===== config.mk =====
export PLATFORM = sky130hd
export DESIGN_NAME = minilab0_mac_flat
export DESIGN_NICKNAME = d
export VERILOG_FILES = /design/src/rtl/minilab0_mac_if.sv /design/src/rtl/minilab0_mac.sv /design/src/flat_wrapper.sv
export SDC_FILE = /design/constraint.sdc
export NUM_CORES = 1
export LEC_CHECK = 0
export CAP_MARGIN = 20
export CORE_ASPECT_RATIO = 0.5
export CORE_MARGIN = 2
export CORE_UTILIZATION = 40
export CTS_BUF_LIST = sky130_fd_sc_hd__clkbuf_16
export CTS_CLUSTER_SIZE = 14
export DETAILED_ROUTE_END_ITERATION = 10
export SYNTH_ARGS = -nofsm -noshare
export SYNTH_HDL_FRONTEND = slang
export SYNTH_HIERARCHICAL = 1
export SYNTH_SLANG_ARGS = --single-unit

===== constraint.sdc =====
create_clock -name CLOCK_50 -period 5.05 [get_ports CLOCK_50]
set_clock_uncertainty 0.15 [all_clocks]
set_input_delay 0.7575 -clock CLOCK_50 [delete_from_list [all_inputs] [get_ports CLOCK_50]]
set_output_delay 0.7575 -clock CLOCK_50 [all_outputs]
set_load 0.005 [all_outputs]

===== src/rtl/minilab0_mac_if.sv =====
// Board-side I/O bundle for the mini-lab MAC: switches and keys in, LEDs and
// six active-low 7-segment digits out.
interface minilab0_mac_if;
  logic [3:0] KEY;
  logic [9:0] SW;
  logic [9:0] LEDR;
  logic [6:0] HEX0;
  logic [6:0] HEX1;
  logic [6:0] HEX2;
  logic [6:0] HEX3;
  logic [6:0] HEX4;
  logic [6:0] HEX5;

  modport master (
    output KEY, SW,
    input  LEDR, HEX0, HEX1, HEX2, HEX3, HEX4, HEX5
  );

  modport slave (
    input  KEY, SW,
    output LEDR, HEX0, HEX1, HEX2, HEX3, HEX4, HEX5
  );
endinterface


===== src/rtl/minilab0_mac.sv =====
// Mini-lab MAC: fills two operand FIFOs from constant tables, drains them in
// lock-step into a multiply-accumulate, and shows the 24-bit sum on HEX0..HEX5.
module minilab0_fifo #(
  parameter int DEPTH      = 8,
  parameter int DATA_WIDTH = 8
) (
  input  logic                  clk,
  input  logic                  rst,
  input  logic                  push_i,
  input  logic                  pop_i,
  input  logic [DATA_WIDTH-1:0] data_i,
  output logic [DATA_WIDTH-1:0] data_o,
  output logic                  full_o,
  output logic                  empty_o
);
  localparam int PTR_W = $clog2(DEPTH);
  localparam logic [PTR_W:0] FULL_COUNT = DEPTH[PTR_W:0];

  logic [DATA_WIDTH-1:0] mem_q [DEPTH];
  logic [PTR_W-1:0]      wrPtr_q;
  logic [PTR_W-1:0]      rdPtr_q;
  logic [PTR_W:0]        count_q;
  logic                  doPush;
  logic                  doPop;

  // Pushes while full and pops while empty are silently dropped here.
  assign full_o  = (count_q == FULL_COUNT);
  assign empty_o = (count_q == '0);
  assign doPush  = push_i && !full_o;
  assign doPop   = pop_i && !empty_o;
  assign data_o  = mem_q[rdPtr_q];

  always_ff @(posedge clk or posedge rst) begin
    if (rst) begin
      wrPtr_q <= '0;
      rdPtr_q <= '0;
      count_q <= '0;
    end else begin
      if (doPush) wrPtr_q <= wrPtr_q + 1'b1;
      if (doPop)  rdPtr_q <= rdPtr_q + 1'b1;
      if (doPush && !doPop)      count_q <= count_q + 1'b1;
      else if (doPop && !doPush) count_q <= count_q - 1'b1;
    end
  end

  always_ff @(posedge clk) begin
    if (doPush) mem_q[wrPtr_q] <= data_i;
  end
endmodule

module minilab0_mac #(
  parameter int DEPTH      = 8,
  parameter int DATA_WIDTH = 8,
  parameter int ACC_WIDTH  = 24
) (
  input  logic CLOCK_50,
  input  logic RST,
  minilab0_mac_if.slave board
);
  localparam int CNT_W = $clog2(DEPTH);
  localparam int PAD_W = ACC_WIDTH - 2 * DATA_WIDTH;
  localparam logic [CNT_W-1:0]      LAST_IDX = CNT_W'(DEPTH - 1);
  localparam logic [DATA_WIDTH-1:0] A_VALUE  = DATA_WIDTH'(10);

  typedef enum logic [1:0] {
    FILL = 2'b00,
    EXEC = 2'b01,
    DONE = 2'b10
  } state_e;

  state_e                  state_q, state_d;
  logic [CNT_W-1:0]        fillCnt_q, fillCnt_d;
  logic                    pairValid_q, pairValid_d;
  logic [DATA_WIDTH-1:0]   opA_q, opA_d;
  logic [DATA_WIDTH-1:0]   opB_q, opB_d;
  logic [ACC_WIDTH-1:0]    acc_q, acc_d;
  logic [2*DATA_WIDTH-1:0] product;

  logic                  push;
  logic                  pop;
  logic [DATA_WIDTH-1:0] romB;
  logic [DATA_WIDTH-1:0] fifoAData;
  logic [DATA_WIDTH-1:0] fifoBData;
  logic                  fifoAFull;
  logic                  fifoAEmpty;
  logic                  fifoBFull;
  logic                  fifoBEmpty;
  logic                  showDigits;
  logic                  unusedInputs;

  function automatic logic [6:0] hexSeg(input logic [3:0] nibble);
    case (nibble)
      4'h0: hexSeg = 7'b1000000;
      4'h1: hexSeg = 7'b1111001;
      4'h2: hexSeg = 7'b0100100;
      4'h3: hexSeg = 7'b0110000;
      4'h4: hexSeg = 7'b0011001;
      4'h5: hexSeg = 7'b0010010;
      4'h6: hexSeg = 7'b0000010;
      4'h7: hexSeg = 7'b1111000;
      4'h8: hexSeg = 7'b0000000;
      4'h9: hexSeg = 7'b0010000;
      4'hA: hexSeg = 7'b0001000;
      4'hB: hexSeg = 7'b0000011;
      4'hC: hexSeg = 7'b1000110;
      4'hD: hexSeg = 7'b0100001;
      4'hE: hexSeg = 7'b0000110;
      default: hexSeg = 7'b0001110;
    endcase
  endfunction

  always_comb begin
    case (fillCnt_q)
      3'd0:    romB = DATA_WIDTH'(70);
      3'd1:    romB = DATA_WIDTH'(75);
      3'd2:    romB = DATA_WIDTH'(80);
      3'd3:    romB = DATA_WIDTH'(85);
      3'd4:    romB = DATA_WIDTH'(90);
      3'd5:    romB = DATA_WIDTH'(95);
      3'd6:    romB = DATA_WIDTH'(100);
      default: romB = DATA_WIDTH'(105);
    endcase
  end

  minilab0_fifo #(.DEPTH(DEPTH), .DATA_WIDTH(DATA_WIDTH)) fifoA (
    .clk(CLOCK_50), .rst(RST), .push_i(push), .pop_i(pop), .data_i(A_VALUE),
    .data_o(fifoAData), .full_o(fifoAFull), .empty_o(fifoAEmpty)
  );

  minilab0_fifo #(.DEPTH(DEPTH), .DATA_WIDTH(DATA_WIDTH)) fifoB (
    .clk(CLOCK_50), .rst(RST), .push_i(push), .pop_i(pop), .data_i(romB),
    .data_o(fifoBData), .full_o(fifoBFull), .empty_o(fifoBEmpty)
  );

  assign product = {{DATA_WIDTH{1'b0}}, opA_q} * {{DATA_WIDTH{1'b0}}, opB_q};

  // Popped pairs spend one cycle in opA/opB before reaching the accumulator,
  // so DONE waits for both FIFOs empty and that stage drained.
  always_comb begin
    state_d     = state_q;
    fillCnt_d   = fillCnt_q;
    pairValid_d = 1'b0;
    opA_d       = opA_q;
    opB_d       = opB_q;
    acc_d       = acc_q;
    push        = 1'b0;
    pop         = 1'b0;
    if (pairValid_q) acc_d = acc_q + {{PAD_W{1'b0}}, product};
    case (state_q)
      FILL: begin
        push = 1'b1;
        if (!fifoAFull && !fifoBFull) begin
          fillCnt_d = fillCnt_q + 1'b1;
          if (fillCnt_q == LAST_IDX) state_d = EXEC;
        end
      end
      EXEC: begin
        pop = !fifoAEmpty && !fifoBEmpty;
        if (pop) begin
          pairValid_d = 1'b1;
          opA_d       = fifoAData;
          opB_d       = fifoBData;
        end
        if (fifoAEmpty && fifoBEmpty && !pairValid_q) state_d = DONE;
      end
      DONE: ;
      default: state_d = FILL;
    endcase
  end

  always_ff @(posedge CLOCK_50 or posedge RST) begin
    if (RST) begin
      state_q     <= FILL;
      fillCnt_q   <= '0;
      pairValid_q <= 1'b0;
      opA_q       <= '0;
      opB_q       <= '0;
      acc_q       <= '0;
    end else begin
      state_q     <= state_d;
      fillCnt_q   <= fillCnt_d;
      pairValid_q <= pairValid_d;
      opA_q       <= opA_d;
      opB_q       <= opB_d;
      acc_q       <= acc_d;
    end
  end

  // Digits are blanked while reset is held, even with the display enabled.
  assign showDigits = board.SW[0] && !RST;
  assign board.LEDR = {8'b0, state_q};
  assign board.HEX0 = showDigits ? hexSeg(acc_q[3:0])   : 7'b1111111;
  assign board.HEX1 = showDigits ? hexSeg(acc_q[7:4])   : 7'b1111111;
  assign board.HEX2 = showDigits ? hexSeg(acc_q[11:8])  : 7'b1111111;
  assign board.HEX3 = showDigits ? hexSeg(acc_q[15:12]) : 7'b1111111;
  assign board.HEX4 = showDigits ? hexSeg(acc_q[19:16]) : 7'b1111111;
  assign board.HEX5 = showDigits ? hexSeg(acc_q[23:20]) : 7'b1111111;

  assign unusedInputs = ^{board.KEY, board.SW[9:1]};
endmodule


===== src/flat_wrapper.sv =====
// flat-port wrapper written by rule: the top's interface ports become plain ports
module minilab0_mac_flat 
#(
  parameter int DEPTH      = 8,
  parameter int DATA_WIDTH = 8,
  parameter int ACC_WIDTH  = 24
)
  (CLOCK_50, RST, board_KEY, board_SW, board_LEDR, board_HEX0, board_HEX1, board_HEX2, board_HEX3, board_HEX4, board_HEX5);
  minilab0_mac_if board_i ();
  input  logic CLOCK_50;
  input  logic RST;
  input wire logic [$bits(board_i.KEY)-1:0] board_KEY;
  input wire logic [$bits(board_i.SW)-1:0] board_SW;
  output wire logic [$bits(board_i.LEDR)-1:0] board_LEDR;
  output wire logic [$bits(board_i.HEX0)-1:0] board_HEX0;
  output wire logic [$bits(board_i.HEX1)-1:0] board_HEX1;
  output wire logic [$bits(board_i.HEX2)-1:0] board_HEX2;
  output wire logic [$bits(board_i.HEX3)-1:0] board_HEX3;
  output wire logic [$bits(board_i.HEX4)-1:0] board_HEX4;
  output wire logic [$bits(board_i.HEX5)-1:0] board_HEX5;
  assign board_i.KEY = board_KEY;
  assign board_i.SW = board_SW;
  assign board_LEDR = board_i.LEDR;
  assign board_HEX0 = board_i.HEX0;
  assign board_HEX1 = board_i.HEX1;
  assign board_HEX2 = board_i.HEX2;
  assign board_HEX3 = board_i.HEX3;
  assign board_HEX4 = board_i.HEX4;
  assign board_HEX5 = board_i.HEX5;
  minilab0_mac #(.DEPTH(DEPTH), .DATA_WIDTH(DATA_WIDTH), .ACC_WIDTH(ACC_WIDTH)) u_core (.CLOCK_50(CLOCK_50), .RST(RST), .board(board_i));
endmodule

==> flow_metrics.py, run 1 <==
metrics = {
    "global_routing": {
        "grt_max_degree": 47,
        "grt_usage": 0.154,
        "grt_pass1_vias": 7824,
        "grt_overflow_total": 0,
        "antenna_found_initial": 0,
        "grt_pass1_wl_mm": 39.7,
    },
    "die": {
        "coreArea_um2": 30600,
        "dieArea_um2": 32900,
        "io_pins": 68,
        "initial_core_util": 0.410,
        "die_w_um": 254,
        "fp-row-count": 45,
        "die_height_um": 129,
    },
    "route": {
        "route.vias.total": 7738,
        "drtIter0Drc": 368,
        "drtPass1Iterations": 8,
        "wl_per_cell_um": 14.8,
        "ant_nets": 0,
        "via_per_inst": 4.88,
        "wirelength_mm": 23.4,
        "drc": 0,
    },
    "setup_path": {
        "path_max_fanout": 9,
        "cp_data_arrival_time_ns": 4.83,
        "crit_path_start_kind": "flop",
        "r2r-start": "u_core/opA_q[7]$_DFFE_PP0P_",
        "endpoint_kind": "flop",
        "crit_start": "u_core/opA_q[7]$_DFFE_PP0P_",
        "cp_data_required_time_ns": 5.21,
        "critPathKind": "reg -> reg",
    },
    "sta": {
        "tns_ns": 0,
        "worst_pin_slew_ns": 0.930,
        "post-route-period-util": 0.926,
        "fmax_mhz": 214,
        "hold_viol_final": 0,
        "drv_slew": 0,
        "slew_headroom": 0.380,
        "rsz0062_at_grt": "no",
        "layout_min_cycle_time_ns": 4.67,
        "setup-violations-final": 0,
    },
    "synth": {
        "syn_inst": 1038,
        "synthMuxAreaShare": 0.126,
        "yosysTopAreaCellShare": 0.307,
        "synthArstFlopShare": 0.340,
        "yosys-top-cells-area": "edfxtp_1 (31%), dfrtp_1 (13%), ha_1 (9.3%)",
        "syn-cell-area_um2": 12500,
        "synthAdderAreaFrac": 0.176,
        "yosysWarnings": 6,
        "synthXorXnorAreaFrac": 0.0196,
        "yosys.area_share.simple": 0.100,
        "yosysSeqAreaShare": 0.438,
        "post_synth.cell_area_avg_um2": 12.1,
        "yosys.area.top_type": "edfxtp_1",
        "ys_types": 64,
        "synth.most_common_cell": "edfxtp_1",
        "synth_compound_area_frac": 0.0796,
        "synth-edff-count": 128,
        "yosys_register_bits": 194,
        "synth-main-ff-cell": "edfxtp_1",
        "synth_top_family_by_area": "adder cells",
        "synth_top_cells_by_count": "edfxtp_1 (128), inv_1 (126), ha_1 (93)",
    },
    "layout": {
        "final_util": 0.466,
        "nets": 1311,
        "antenna_cells": 0,
        "drive_above_1_share": 0.0894,
        "area_growth_pct": 13.7,
    },
    "placement": {
        "dp_hpwl_mm": 17.3,
        "place_congestion": 0.823,
        "port_buffers": 46,
    },
    "outcome": {
        "status": "completed",
    },
    "power_and_ir_drop": {
        "pwr-share-seq": 0.549,
        "combPwrFrac": 0.021,
        "p_int_uw": 2410,
        "p_per_area_nw_per_um2": 216,
        "p_switching_uw": 665,
        "p_leak_uw": 0.00598,
        "p_clk_frac": 0.430,
        "vdd.ir_drop.worst_mv": 0.207,
        "switching_share": 0.216,
    },
    "cts": {
        "clk_path_buf_depth": 2,
        "cts_max_level": 4,
        "clk_latency_ns": 0.43,
        "post_cts_buffers": 0,
        "clk_pin_slew_ns": 0.07,
        "ctsHoldBuffers": 0,
        "root_buffer": "clkbuf_16",
        "cts_tree": "done",
        "cts_made_buffers": 17,
        "clkSinkCount": 194,
        "cts-resized-gates": 0,
    },
    "min_path": {
        "hold_class": "reg -> reg",
        "min_from": "u_core/fifoB/wrPtr_q[0]$_DFFE_PP0P_",
    },
    "flow_run": {
        "maxCapViolCount": 0,
    },
}
power groups by stage:
| stage | registers [uW] | clock network, uW | logic [uW] |
|---|---|---|---|
| after floorplan | 1720 | 0 | 33.9 |
| after global placement | 1720 | 0 | 64.3 |
| after detailed placement | 1720 | 0 | 64.9 |
| after CTS | 1690 | 1360 | 65.2 |
| after global routing | 1690 | 1430 | 76.0 |
| final | 1690 | 1320 | 65.1 |
critical path, stage by stage (launching register included):
cell	delay, ns
dfrtp_1	0.54
nand2_1	0.13
fa_1	0.52
inv_1	0.05
fa_1	0.48
fa_1	0.55
inv_1	0.05
fa_1	0.47
inv_1	0.04
ha_1	0.36
o211ai_1	0.12
a21oi_1	0.23
o21ai_0	0.24
o41ai_2	0.35
nand3_1	0.14
xnor2_1	0.15
cell type report:
| class | count | area, um2 |
|---|---|---|
| fillers | 2741 | 16300 |
| clock inverters | 15 | 154 |
| multi-input cells | 753 | 6620 |
| flip-flops and latches | 194 | 5500 |
| repair buffers | 58 | 551 |
| clock buffers | 17 | 425 |
| well taps | 423 | 529 |
| inverters | 126 | 473 |
worst paths after layout:
| check | to | slack [ns] | depth (start not counted) |
|---|---|---|---|
| setup reg to reg | u_core/acc_q[23]$_DFFE_PP0P_ | 0.38 | 15 |
| hold reg to reg | u_core/fifoB/wrPtr_q[0]$_DFFE_PP0P_ | 0.36 | 1 |
| max in group asynchronous | u_core/opB_q[3]$_DFFE_PP0P_ | 3.33 | 3 |
| min in group asynchronous | u_core/fifoB/rdPtr_q[0]$_DFFE_PP0P_ | 0.82 | 2 |
| hold / removal | u_core/fifoB/wrPtr_q[0]$_DFFE_PP0P_ | 0.36 | 1 |
| setup / recovery | u_core/acc_q[23]$_DFFE_PP0P_ | 0.38 | 15 |
metal layers:
| layer | wire, um | vias up | track usage |
|---|---|---|---|
| met1 | 11700 | 3813 | 0.213 |
| met3 | 629 | 14 | 0.0317 |
| met2 | 11000 | 105 | 0.252 |
| met4 | 155 | 0 | 0.0346 |
| met5 | 0 | - | 0 |
| li1 | - | 3806 | - |
sequential cells by signal, summed over array words and instances, names as in the netlist:
name / flops
u_core/fifoA/count_q: 4
u_core/fifoA/mem_q: 64
u_core/fillCnt_q: 3
u_core/acc_q: 24
u_core/pairValid_q: 1
u_core/fifoB/rdPtr_q: 3
u_core/opB_q: 8
u_core/opA_q: 8
u_core/fifoB/count_q: 4
u_core/fifoB/mem_q: 64
u_core/fifoB/wrPtr_q: 3
u_core/state_q: 2
u_core/fifoA/wrPtr_q: 3
u_core/fifoA/rdPtr_q: 3
stage by stage:
stage	setup WS (ns)	hold slack (ns)	cells	total power, uW	cell area, um2
after floorplan	0.445	0.334	1124	1760	12900
after global placement	0.394	0.351	1554	1790	13700
after detailed placement	0.348	0.359	1554	1790	13700
after CTS	0.338	0.370	1586	3110	14200
after global routing	0.0525	0.412	1586	3190	14200
final	0.376	0.365	1586	3080	14200
placed cells by master, fill, tap and decap left out, types with 12 or more instances in the layout:
cell and n:
xnor2_1 21, nor2_1 41, clkbuf_16 17, mux2i_1 20
buf_4 12, a21oi_1 31, conb_1 88, ha_1 93
clkdlybuf4s50_1 46, edfxtp_1 128, inv_1 126, nand3_1 20
fa_1 52, mux4_1 32, nor3_1 15, nand2_1 75
mux2_2 42, dfrtp_1 66, and2_1 37, o211ai_1 29
nand2b_1 17, o21ai_0 40
logic make-up (layout without fill, tap and decap cells):
logic type	Yosys count	in the layout
adder cells (fa/ha/maj)	145	145
AO/OA/AOI/OAI	147	147
flip-flops	194	194
AND/OR/NAND/NOR	248	248
buffers and inverters	177	216
other	2	88
multiplexers	97	97
XOR/XNOR	28	28
Note: power is estimated with default switching activity, not from simulation.
==> run 2, diff against run 1 <==
CTS_CLUSTER_DIAMETER = 60   (was default)
==> results of run 2 <==
Same layout as run 1: the final DEF is identical, and so are final timing and power.
